**src/rtl/cpu_sequencer.sv**
```systemverilog
// cpu_sequencer: multi-cycle control FSM for the 16-bit processor.
//
// Sequence: fetch an instruction word over a request/ready handshake, strobe
// the decoder, test the condition field against the ALU flags, then run the
// ALU, a data-memory access, register write-back, a jump or a halt.
//
// Ports:
//   clk, reset            rising-edge clock, asynchronous active-high reset
//   imem_req/addr/ready/data   instruction fetch handshake (addr = pc)
//   ir                    instruction register, drives the decoder
//   decode                decoder strobe (DECODE state)
//   op_code, cond         decoder fields (ir[13:10], ir[15:14])
//   flag_z, flag_n        registered ALU flags, sampled in DECODE only
//   branch_target         jump address from the register file
//   alu_en                ALU execute strobe
//   dmem_req/we/ready     data memory handshake
//   reg_we                register file write enable
//   halted                high in HALT
//   state                 current state encoding
//   retire_count          completed instructions, wraps at 16 bits
module cpu_sequencer #(
  parameter int unsigned          PC_WIDTH = 8,
  parameter logic [PC_WIDTH-1:0]  RESET_PC = '0
) (
  input  logic                clk,
  input  logic                reset,
  output logic                imem_req,
  output logic [PC_WIDTH-1:0] imem_addr,
  input  logic                imem_ready,
  input  logic [15:0]         imem_data,
  output logic [15:0]         ir,
  output logic                decode,
  input  logic [3:0]          op_code,
  input  logic [1:0]          cond,
  input  logic                flag_z,
  input  logic                flag_n,
  input  logic [PC_WIDTH-1:0] branch_target,
  output logic                alu_en,
  output logic                dmem_req,
  output logic                dmem_we,
  input  logic                dmem_ready,
  output logic                reg_we,
  output logic                halted,
  output logic [2:0]          state,
  output logic [15:0]         retire_count
);

  localparam logic [2:0] S_FETCH     = 3'd0;
  localparam logic [2:0] S_DECODE    = 3'd1;
  localparam logic [2:0] S_EXECUTE   = 3'd2;
  localparam logic [2:0] S_MEM       = 3'd3;
  localparam logic [2:0] S_WRITEBACK = 3'd4;
  localparam logic [2:0] S_HALT      = 3'd5;

  localparam logic [3:0] OP_LOAD  = 4'b1100;
  localparam logic [3:0] OP_STORE = 4'b1101;
  localparam logic [3:0] OP_JUMP  = 4'b1110;
  localparam logic [3:0] OP_HALT  = 4'b1111;

  logic [2:0]          r_state;
  logic [PC_WIDTH-1:0] r_pc;
  logic [15:0]         r_ir;
  logic [15:0]         r_retire;
  logic                r_is_store;

  logic [2:0]          w_state_nxt;
  logic [PC_WIDTH-1:0] w_pc_nxt;
  logic [15:0]         w_ir_nxt;
  logic                w_retire_inc;
  logic                w_is_store_nxt;
  logic                w_cond_pass;

  always_comb begin
    w_cond_pass = 1'b0;
    case (cond)
      2'b00:   w_cond_pass = 1'b1;
      2'b01:   w_cond_pass = flag_z;
      2'b10:   w_cond_pass = ~flag_z;
      default: w_cond_pass = flag_n;
    endcase
  end

  always_comb begin
    w_state_nxt    = r_state;
    w_pc_nxt       = r_pc;
    w_ir_nxt       = r_ir;
    w_retire_inc   = 1'b0;
    w_is_store_nxt = r_is_store;
    case (r_state)
      S_FETCH: begin
        if (imem_ready) begin
          w_ir_nxt    = imem_data;
          w_pc_nxt    = r_pc + PC_WIDTH'(1);
          w_state_nxt = S_DECODE;
        end
      end
      S_DECODE: begin
        if (!w_cond_pass) begin
          w_retire_inc = 1'b1;
          w_state_nxt  = S_FETCH;
        end else begin
          // Load/store class is captured here so MEM never re-reads op_code.
          case (op_code)
            OP_LOAD: begin
              w_is_store_nxt = 1'b0;
              w_state_nxt    = S_MEM;
            end
            OP_STORE: begin
              w_is_store_nxt = 1'b1;
              w_state_nxt    = S_MEM;
            end
            OP_JUMP: begin
              w_pc_nxt     = branch_target;
              w_retire_inc = 1'b1;
              w_state_nxt  = S_FETCH;
            end
            OP_HALT: begin
              w_retire_inc = 1'b1;
              w_state_nxt  = S_HALT;
            end
            default: begin
              w_is_store_nxt = 1'b0;
              w_state_nxt    = S_EXECUTE;
            end
          endcase
        end
      end
      S_EXECUTE:   w_state_nxt = S_WRITEBACK;
      S_MEM: begin
        if (dmem_ready) begin
          if (r_is_store) begin
            w_retire_inc = 1'b1;
            w_state_nxt  = S_FETCH;
          end else begin
            w_state_nxt  = S_WRITEBACK;
          end
        end
      end
      S_WRITEBACK: begin
        w_retire_inc = 1'b1;
        w_state_nxt  = S_FETCH;
      end
      S_HALT:      w_state_nxt = S_HALT;
      default:     w_state_nxt = S_FETCH;
    endcase
  end

  always_ff @(posedge clk or posedge reset) begin
    if (reset) begin
      r_state    <= S_FETCH;
      r_pc       <= RESET_PC;
      r_ir       <= '0;
      r_retire   <= '0;
      r_is_store <= 1'b0;
    end else begin
      r_state    <= w_state_nxt;
      r_pc       <= w_pc_nxt;
      r_ir       <= w_ir_nxt;
      r_is_store <= w_is_store_nxt;
      if (w_retire_inc) r_retire <= r_retire + 16'd1;
    end
  end

  // Moore strobes, gated by reset so FETCH (the reset state) does not
  // request while reset is still held.
  assign imem_req     = ~reset & (r_state == S_FETCH);
  assign decode       = ~reset & (r_state == S_DECODE);
  assign alu_en       = ~reset & (r_state == S_EXECUTE);
  assign dmem_req     = ~reset & (r_state == S_MEM);
  assign dmem_we      = ~reset & (r_state == S_MEM) & r_is_store;
  assign reg_we       = ~reset & (r_state == S_WRITEBACK);
  assign halted       = ~reset & (r_state == S_HALT);

  assign imem_addr    = r_pc;
  assign ir           = r_ir;
  assign state        = r_state;
  assign retire_count = r_retire;

endmodule

```
**config.mk**
```make
export PLATFORM = sky130hd
export DESIGN_NAME = cpu_sequencer
export DESIGN_NICKNAME = d
export VERILOG_FILES = /design/src/rtl/cpu_sequencer.sv
export SDC_FILE = /design/constraint.sdc
export NUM_CORES = 1
export LEC_CHECK = 0
export ABC_AREA = 1
export CORE_MARGIN = 1
export CORE_UTILIZATION = 51
export CTS_BUF_LIST = sky130_fd_sc_hd__clkbuf_4 sky130_fd_sc_hd__clkbuf_8
export DETAILED_ROUTE_END_ITERATION = 12
export GPL_TIMING_DRIVEN = 0
export MAX_ROUTING_LAYER = met4
export PLACE_DENSITY = 0.89
export SYNTH_ARGS = -nofsm -noshare
export SYNTH_HDL_FRONTEND = slang
export SYNTH_SLANG_ARGS = --single-unit
```
**constraint.sdc**
```tcl
create_clock -name clk -period 4.4 [get_ports clk]
set_input_delay 0.88 -clock clk [delete_from_list [all_inputs] [get_ports clk]]
set_output_delay 0.88 -clock clk [all_outputs]
set_load 0.05 [all_outputs]
```
Yosys cells after proc, flatten, opt, wreduce, memory -nomap -nowiden

Index checks and enable logic that the tools add are counted.

Bits of input ports: 36
Output and inout port bits: 50
Flip-flop bits (word level): 44
Logic and storage cells: 58

Reduce and logical (&&, ||, !) cells: 9
Bitwise logic cells: 10
Equality and inequality tests: 15
Mux-type cells: 17
Add/sub/neg operators: 2

Operator list:

| operator                | count |
|---|---|
| $mux W8                 | 3 |
| $add A16 B1 Y16 const B | 1 |
| $eq A4 B4 Y1 const B    | 4 |
| $pmux W8 S2             | 1 |
| $pmux W3 S5             | 1 |
| $mux W3                 | 4 |
| $pmux W3 S3             | 1 |
| $add A8 B1 Y8 const B   | 1 |
| $and A1 B1 Y1           | 7 |
| $eq A3 B2 Y1 const B    | 2 |
| $eq A3 B3 Y1 const B    | 2 |
| $ne A2 B2 Y1 const B    | 3 |
| $pmux W1 S3             | 2 |
| $mux W1                 | 4 |
| $reduce_and A2 Y1       | 2 |
| $reduce_and A4 Y1       | 1 |
| $reduce_or A2 Y1        | 2 |
| $eq A3 B1 Y1 const B    | 1 |
| $logic_not A3 Y1        | 1 |
| $not A1 Y1              | 3 |
| $reduce_and A3 Y1       | 1 |
| $eq A2 B1 Y1 const B    | 1 |
| $eq A2 B2 Y1 const B    | 1 |
| $logic_not A2 Y1        | 1 |
| other kinds (3)         | 3 |

Logic depth before layout (Yosys ltp)

Gate-level depths: netlist (run 1).

Word-level depth: 5
Mapped depth: 10
Mapped depth without buffers: 9

Worst setup path before layout (run 1)

No wires, ideal clock.

Kind: reg-to-output
Start: register r_state[2] (netlist: state[2])
End: output reg_we
Buffers on the path: 0
Cell stages (with the launch flop): 3
Setup slack: 1.102 ns
Arrival: 2.418 ns
Required time: 3.520 ns
Cell sequence: dfrtp_1 inv_2 nor4_1

Cells in the longest elaborated chain, start to end: 2

RTL lines:

| element                | line | RTL |
|---|---|---|
| from (decl)            | 60   | `logic [2:0] r_state;` |
| from (signal assigned) | 156  | `r_state <= w_state_nxt;` |
| $eq A3 B3 Y1           | 171  | `assign reg_we = ~reset & (r_state == S_WRITEBACK);` |
| $and A1 B1 Y1          | 171  |  |
| to (decl)              | 42   | `output logic reg_we,` |

No other way between the ends.

Worst setup path in the final report (run 1)

Start: input reset
End: output dmem_we

Cells in the longest elaborated chain, start to end: 3

RTL lines:

| element                     | line | RTL |
|---|---|---|
| from (decl)                 | 26   | `input logic reset,` |
| $not A1 Y1                  | 170  | `assign dmem_we = ~reset & (r_state == S_MEM) & r_is_store;` |
| $and A1 B1 Y1 (2 in series) | 170  |  |
| to (decl)                   | 40   | `output logic dmem_we,` |

No other way between the ends.

==> results of run 1 <==
## final cells by class
type | count | share of cell area
buffer | 9 | 0.0179
clock buffer | 5 | 0.0186
clock inverter | 3 | 0.0125
inverter | 26 | 0.0304
multi-input combinational | 287 | 0.365
sequential | 44 | 0.298
tap | 67 | 0.0227
timing repair buffer | 85 | 0.235
## final timing paths
path | cells past startpoint | endpoint
hold / removal | 2 | ir[4]
hold reg to reg | 2 | ir[4]
setup reg to reg | 7 | retire_count[8]
setup / recovery | 4 | dmem_we
max in group asynchronous | 3 | ir[2]
min in group asynchronous | 2 | imem_addr[1]
## sequential cells by signal, summed over array words and instances (netlist names)
register      count
ir               16
imem_addr         8
r_is_store        1
state             3
retire_count     16
## layer usage
layer	global-route usage	part of all wire	up-vias
met5	-	0	-
met4	0.0769	0.0078	0
met3	0.0590	0.058	6
met2	0.444	0.51	84
met1	0.322	0.42	1271
li1	-	-	1353
## power breakdown
group          switching, µW  internal (µW)
Clock                    152            171
Sequential               145            543
Combinational           1070            521
## layout by cell type, fill, tap and decap left out, types with 2 or more instances in the layout
| master | netlist | routed |
|---|---|---|
| dfrtp_1 | 44 | 44 |
| clkdlybuf4s50_1 | 0 | 84 |
| xnor2_1 | 5 | 5 |
| clkbuf_8 | 0 | 5 |
| nand2_1 | 160 | 160 |
| nand4_1 | 6 | 6 |
| buf_6 | 2 | 2 |
| nand2_4 | 5 | 5 |
| or2_1 | 2 | 2 |
| nor2_2 | 2 | 2 |
| or2_2 | 2 | 2 |
| o21ai_1 | 2 | 2 |
| buf_2 | 2 | 2 |
| a21oi_1 | 3 | 3 |
| inv_1 | 20 | 19 |
| xor2_1 | 2 | 2 |
| nor2_1 | 27 | 27 |
| o21ai_0 | 4 | 4 |
| ha_1 | 2 | 2 |
| nand3_1 | 54 | 54 |
| buf_4 | 4 | 4 |
| inv_2 | 3 | 4 |
| o21bai_1 | 2 | 2 |
## cell families (layout without fill, tap and decap cells)
logic type,after synthesis,after routing
simple gates,265,265
flops,44,44
buf+inv,35,128
compound gates,13,13
xor+xnor,7,7
fa+ha+maj,2,2
## worst min-delay path: cells and delay by family, from the launching register on
family / cells / cell delay [ns]
DFF: 1 / 0.35
and+or+nand+nor: 2 / 0.10
## stage by stage
stage | power, µW | hold WS (ns)
floorplan | 1780 | 0.488
global placement | 2230 | 0.453
detailed placement | 2270 | 0.458
CTS | 2610 | 0.479
global route | 2750 | 0.511
finish | 2600 | 0.479
==> results.yml, run 1 <==
outcome:
  outcome: "completed"
sta:
  fin_worst_skew_ns: 0.00745
  final_max_slew_viol_count: 0
  timing.final.crit_share: 0.855
  max_freq_mhz: 266
  rsz0062_at_grt: "false"
  worst_pin_slew_ns: 0.530
  period_needed_ns: 3.76
  finalWorstSetupSlack_ns: 0.640
  setup_viol: 0
  timing.final.hold_violations: 0
  relSlewSlack: 0.646
  fin_setup_tns_ns: 0
yosys:
  synth-compound-area-share: 0.0342
  synth_top_area_share: 0.418
  yosysMostFrequentCell: "nand2_1"
  synthMuxAreaShare: 0
  yosys.area_share.adder: 0.00951
  post_synth.cell_area_avg_um2: 7.19
  synth_cell_types: 34
  syn_nets: 404
  synth_enable_flop_cells: 0
  yosys.area_share.simple: 0.447
  yosysSeqAreaShare: 0.418
  synthArstFlopShare: 1.00
  synth_xor_area_frac: 0.0233
  synth_commonest_cells: "160 x nand2_1, 54 x nand3_1, 44 x dfrtp_1"
  ys.flop_type: "dfrtp_1"
  synth_warnings: 0
  syn_inst: 366
  yosysTopAreaCell: "dfrtp_1"
  synth_top_family_by_area: "simple AND/OR/NAND/NOR gates"
  syn_area_um2: 2630
  ys_ff_latch: 44
  synth_area_leaders: "dfrtp_1 42%, nand2_1 23%, nand3_1 10%"
drt:
  vias_per_cell: 5.16
  wl_per_cell_um: 12.6
  drtIter0Drc: 148
  routed_wl_um: 6630
  drc_errors: 0
  drtPass1Iterations: 4
  ant_nets: 0
  vias: 2714
place:
  dp_slack_ns: 0.594
  dp_hpwl_um: 4940
  io_buffers: 84
  gp_congestion: 0.840
  place_area_um2: 3580
  dp.cells: 518
grt:
  grt-ovfl-total: 0
  grt_pass1_wl_um: 10900
  grt_max_degree: 24
  first_global_vias: 2528
  grt_antenna_before_repair: 0
  grt.total_usage: 0.266
cells_and_area:
  fill_cells: 359
  final_design_area_no_fill_um2: 3700
  antenna_cells: 0
  syn_to_final_growth_pct: 40.6
  regArea_um2: 1100
  final_layout_size_suffix_gt1_frac: 0.0850
  fin_cells: 526
  fin_nets: 496
  utilization: 0.763
  multi_input_area_um2: 1350
worst_setup_path:
  cp-start-kind: "input pin"
  crit_top_cell: "clkdlybuf4s50_1"
  crit_type: "in -> out"
  path_delay_family: "buffers and inverters"
  required_ns: 3.52
  r2r_start: "retire_count[0]"
  r2r_setup_slack_ns: 2.91
  max_stage_delay_ns: 0.80
  worst_path_max_delay_cell: "clkdlybuf4s50_1"
  crit_path_cell_trace: "clkdlybuf4s50_1, inv_2, and3_1, clkdlybuf4s50_1"
  cp.arrival_ns: 2.88
  cp_num_buf_inv: 3
  critPathLaunch: "reset"
  critPathCaptureType: "primary output"
  crit_fanout: 23
cts:
  clk_path_buf_depth: 2
  clk_latency_ns: 0.30
  post_cts_buffers: 0
  cts_resized: 0
  numCtsBuffers: 5
  cts_tree: "yes"
  path_clk_slew_ns: 0.09
  cts_root_buffer: "clkbuf_8"
  cts_hold_buffers: 0
  cts_sinks: 44
  htreeDepth: 2
die:
  core_area_um2: 4850
  die_h_um: 73.8
  fp.dieW_um: 73.8
  die_area_um2: 5450
  io_pins: 86
  num_rows: 25
  start_util: 0.543
job:
  drv_cap: 0
power_and_ir_drop:
  p_leak_uw: 0.00179
  power.density_nw_per_um2: 702
  vdd.ir_drop.worst_v: 0.000474
hold_path:
  min_path_type: "reg -> reg"
  min_from: "ir[4]"
No activity file was read; power rests on OpenSTA's default activity.
==> run 2, diff against run 1 <==
Settings changed: CORE_MARGIN 1 to 5.
==> results.yml, run 2 (same netlist as run 1, synthesis figures left out) <==
worst_setup_path:
  critPathCaptureType: "primary output"
  cp.arrival_ns: 2.75
  r2r_start: "state[2]"
  rr_endpoint: "imem_addr[5]"
  max_stage_delay_ns: 0.80
  worst_path_max_delay_cell: "clkdlybuf4s50_1"
  path_delay_family: "buffers and inverters"
  required_ns: 3.52
  r2r_setup_slack_ns: 2.92
  crit_type: "in -> out"
  crit_path_cell_trace: "clkdlybuf4s50_1, inv_2, and3_1, clkdlybuf4s50_1"
  crit_top_cell: "clkdlybuf4s50_1"
  cp_num_buf_inv: 3
  cp-start-kind: "input pin"
  crit_fanout: 16
  rr_worst_depth: 8
cts:
  path_clk_slew_ns: 0.10
  htreeDepth: 2
  numCtsBuffers: 5
  cts_sinks: 44
  cts_tree: "yes"
  clk_latency_ns: 0.30
  cts_resized: 0
  post_cts_buffers: 0
  cts_hold_buffers: 0
  cts_root_buffer: "clkbuf_8"
  clk_path_buf_depth: 2
die:
  start_util: 0.518
  num_rows: 26
  die_h_um: 81.8
  fp.dieW_um: 81.8
  die_area_um2: 6700
  io_pins: 86
  core_area_um2: 5070
sta:
  timing.final.hold_violations: 0
  relSlewSlack: 0.652
  rsz0062_at_grt: "false"
  max_freq_mhz: 276
  period_needed_ns: 3.63
  worst_pin_slew_ns: 0.520
  finalWorstSetupSlack_ns: 0.770
  setup_viol: 0
  timing.final.crit_share: 0.825
  fin_worst_skew_ns: 0.00891
  final_max_slew_viol_count: 0
drt:
  drtPass1Iterations: 4
  routed_wl_um: 6750
  drtIter0Drc: 207
  wl_per_cell_um: 12.8
  drc_errors: 0
  vias_per_cell: 5.05
  vias: 2669
  ant_nets: 0
hold_path:
  min_from: "ir[5]"
  min_path_type: "reg -> reg"
  hold_end: "ir[5]"
  holdPathStages: 2
grt:
  first_global_vias: 2511
  grt-ovfl-total: 0
  grt_max_degree: 31
  grt_antenna_before_repair: 0
  grt.total_usage: 0.219
  grt_pass1_wl_um: 11200
cells_and_area:
  fill_cells: 407
  fin_cells: 529
  final_cell_mix: "160 x nand2_1, 84 x clkdlybuf4s50_1, 54 x nand3_1"
  layout_commonest_cell: "nand2_1"
  syn_to_final_growth_pct: 40.4
  fin_nets: 496
  antenna_cells: 0
  final_layout_size_suffix_gt1_frac: 0.0850
  utilization: 0.728
place:
  dp_slack_ns: 0.737
  dp.cells: 521
  dp_hpwl_um: 5130
  gp_congestion: 0.980
  io_buffers: 84
power_and_ir_drop:
  vdd.ir_drop.worst_v: 0.000433
  power.density_nw_per_um2: 701
  p_leak_uw: 0.00179
outcome:
  outcome: "completed"
job:
  drv_cap: 0
==> run 2: cell types whose count changed in the layout (fill, tap and decap cells not counted) <==
cell,before,now
buf_12,0,1
buf_16,1,0
==> run 2: where the power goes <==
group | switching, µW | leakage, µW | internal (µW) | total [µW]
Sequential | 145 | 0.000572 | 543 | 688
Clock | 150 | 0.0000548 | 171 | 321
Combinational | 1060 | 0.00116 | 521 | 1580
Total | 1350 | 0.00179 | 1230 | 2590
==> run 2: final cells by class <==
cell class	count	area, µm²	area share
plain buffers	9	66.3	0.0179
clock buffers	5	68.8	0.0186
clock inverters	3	46.3	0.0125
inverters	26	113	0.0305
multi-input cells	287	1350	0.366
flip-flops and latches	44	1100	0.298
well taps	70	87.6	0.0237
repair buffers	85	861	0.233
==> run 2: worst max path at each step <==
stage              from      end  slack, ns  cells past startpoint
5_1_grt           reset  dmem_we       0.64                      4
6_report          reset  dmem_we       0.77                      4
3_3_place_gp      reset  dmem_we      -0.33                      4
2_1_floorplan  state[2]   reg_we       1.10                      2
4_1_cts           reset  dmem_we       0.73                      4
3_5_place_dp      reset  dmem_we       0.74                      4
==> run 2: worst reg2reg max path: cells and delay by family (launching register included) <==
kind | cells | cell delay [ns]
flops | 1 | 0.47
simple gates | 5 | 0.52
buf+inv | 3 | 0.40
==> run 2: metrics by stage <==
step	TNS (ns)	hold WS [ns]	area [µm²]	power, µW
CTS	0	0.482	3690	2610
detailed placement	0	0.458	3580	2280
floorplan	0	0.488	2630	1780
global placement	-0.328	0.454	3560	2240
global route	0	0.516	3690	2760
finish	0	0.476	3690	2590
==> run 2: layer usage <==
metal,wire length [µm],GRT usage,part of all wire,vias up
met5,0,-,0,-
met4,14,0.0365,0.0021,0
met3,409,0.0515,0.061,2
met2,3450,0.372,0.51,92
met1,2880,0.270,0.43,1222
li1,-,-,-,1353
==> RTL edit, RTL diff (settings of run 1) <==
Register the input `branch_target` before use, with the module's reset. The logic sees it one clock later. The other inputs are not delayed to match.
--- a/src/rtl/cpu_sequencer.sv
+++ b/src/rtl/cpu_sequencer.sv
@@ -57,6 +57,16 @@
   localparam logic [3:0] OP_JUMP  = 4'b1110;
   localparam logic [3:0] OP_HALT  = 4'b1111;
 
+  logic [PC_WIDTH-1:0] branch_target_q;
+
+  always_ff @(posedge clk or posedge reset) begin
+    if (reset) begin
+      branch_target_q <= '0;
+    end else begin
+      branch_target_q <= branch_target;
+    end
+  end
+
   logic [2:0]          r_state;
   logic [PC_WIDTH-1:0] r_pc;
   logic [15:0]         r_ir;
@@ -110,7 +120,7 @@
               w_state_nxt    = S_MEM;
             end
             OP_JUMP: begin
-              w_pc_nxt     = branch_target;
+              w_pc_nxt     = branch_target_q;
               w_retire_inc = 1'b1;
               w_state_nxt  = S_FETCH;
             end
Formal check against the unedited RTL: not equivalent (Yosys sat finds a counterexample within 4 cycles, from zero or initial values and one cycle with reset high).
==> RTL edit against run 1 <==
- setup slack improved by 0.68 ns
- clock skew barely moved
- via count grew 2.4%
- synthesized area up 6.2%
- maximum frequency increased by 22%
- wire length rose by 1.4%
- cell count grew 2.1%
- sequential cell count rose by 8
- critical path type unchanged
- worst hold slack worse by 0.0026 ns
- critical endpoint is now imem_req
- critical path depth down 1
- final area rose by 4.0%
Power is left out: it rests on default switching activity, and per cell area and clock period it moved more than threefold.
==> RTL edit: results (changes against run 1) <==
<table>
<tr><th>Metric</th><th>Value</th></tr>
<tr><th colspan="2">Global route</th></tr>
<tr><td>Vias in the first global route</td><td>2741 (+8.4%)</td></tr>
<tr><td>All-layer global routing usage</td><td>25.95% (-0.66 points)</td></tr>
<tr><th colspan="2">Critical path</th></tr>
<tr><td>R2R cell count</td><td>8 (+1)</td></tr>
<tr><td>Worst reg2reg setup slack</td><td>2.70 ns (-0.21 ns)</td></tr>
<tr><td>Worst EP arrival</td><td>2.20 ns (-0.68 ns)</td></tr>
<tr><td>Largest fanout of any net on the critical path</td><td>8 (-65%)</td></tr>
<tr><td>End of the critical path</td><td>imem_req</td></tr>
<tr><td>End of the worst register-to-register path</td><td>imem_addr[0]</td></tr>
<tr><td>Launching point of the worst reg2reg path</td><td>state[2]</td></tr>
<tr><th colspan="2">Finish</th></tr>
<tr><td>Share of layout cells above drive strength 1</td><td>7.495% (-1.0 points)</td></tr>
<tr><td>Layout fillers</td><td>407 (+13%)</td></tr>
<tr><td>Nets</td><td>504 (+1.6%)</td></tr>
<tr><th colspan="2">Min path</th></tr>
<tr><td>Worst hold endpoint</td><td>ir[13]</td></tr>
<tr><td>Worst Hold Launch</td><td>ir[13]</td></tr>
<tr><th colspan="2">Placed design</th></tr>
<tr><td>Final weighted congestion in routability-driven placement</td><td>0.8610 (+2.5%)</td></tr>
<tr><td>Placed instance area</td><td>3734 um2 (+4.2%)</td></tr>
<tr><td>I/O Buffers</td><td>83 (-1.2%)</td></tr>
<tr><td>Post-Place Cells</td><td>529 (+2.1%)</td></tr>
<tr><td>Detail Placement HPWL</td><td>4.963 mm (+0.50%)</td></tr>
<tr><th colspan="2">Yosys</th></tr>
<tr><td>Post-synthesis sequential area ratio</td><td>46.55% (+4.7 points)</td></tr>
<tr><td>Compound-Gate Fraction of Synth Area</td><td>2.059% (-1.4 points)</td></tr>
<tr><td>Number of different library cells in the post-synthesis netlist</td><td>29 (-15%)</td></tr>
<tr><td>Dominant cells by area after synthesis</td><td>dfrtp_1 (47%), nand2_1 (21%), nand3_1 (9.8%), nor2_1 (3.8%), inv_1 (2.7%)</td></tr>
<tr><td>Top cell types by occurrence after synthesis</td><td>nand2_1 (157), nand3_1 (55), dfrtp_1 (52)</td></tr>
<tr><td>Mapped Nets</td><td>413 (+2.2%)</td></tr>
<tr><td>Average footprint of a synthesized cell</td><td>7.454 um2 (+3.7%)</td></tr>
<tr><th colspan="2">Route</th></tr>
<tr><td>Via total after detailed routing</td><td>2779 (+2.4%)</td></tr>
<tr><td>Average wire length per cell after detail routing</td><td>12.51 um (-0.67%)</td></tr>
<tr><td>Iter 0 DRT Violations</td><td>182 (+23%)</td></tr>
<tr><th colspan="2">Status</th></tr>
<tr><td>Outcome</td><td>complete, no violations</td></tr>
<tr><th colspan="2">Timing</th></tr>
<tr><td>Max transition margin</td><td>64.63% (about the same)</td></tr>
<tr><td>Final worst setup slack</td><td>1.324 ns (+0.6844 ns)</td></tr>
</table>
-- RTL edit: changes by cell type after synthesis, sizes merged, moves of 2 or more --
cell           run 1  this run
or2                4         2
nor3               1         7
dfrtp             44        52
inv               25        23
nand4              6         8
clkbuf             1         3
nand2            167       162
nor4               1         3
-- RTL edit: layout make-up --
class / instances / area, um2 / share of cell area (%)
buffer: 11 / 66.31 / 1.725
clock buffer: 6 / 76.32 / 1.985
clock inverter: 2 / 35.03 / 0.9112
inverter: 24 / 91.34 / 2.376
multi-input combinational: 288 / 1336 / 34.75
sequential: 52 / 1301 / 33.84
tap: 70 / 87.58 / 2.278
timing repair buffer: 84 / 850.8 / 22.13
-- RTL edit: metal layers --
layer | vias up | track usage (%) | wire length (um)
li1 | 1386 | - | -
met1 | 1307 | 31.31 | 2918
met2 | 77 | 44.55 | 3437
met3 | 9 | 4.910 | 295
met4 | 0 | 7.308 | 66
met5 | - | - | 0
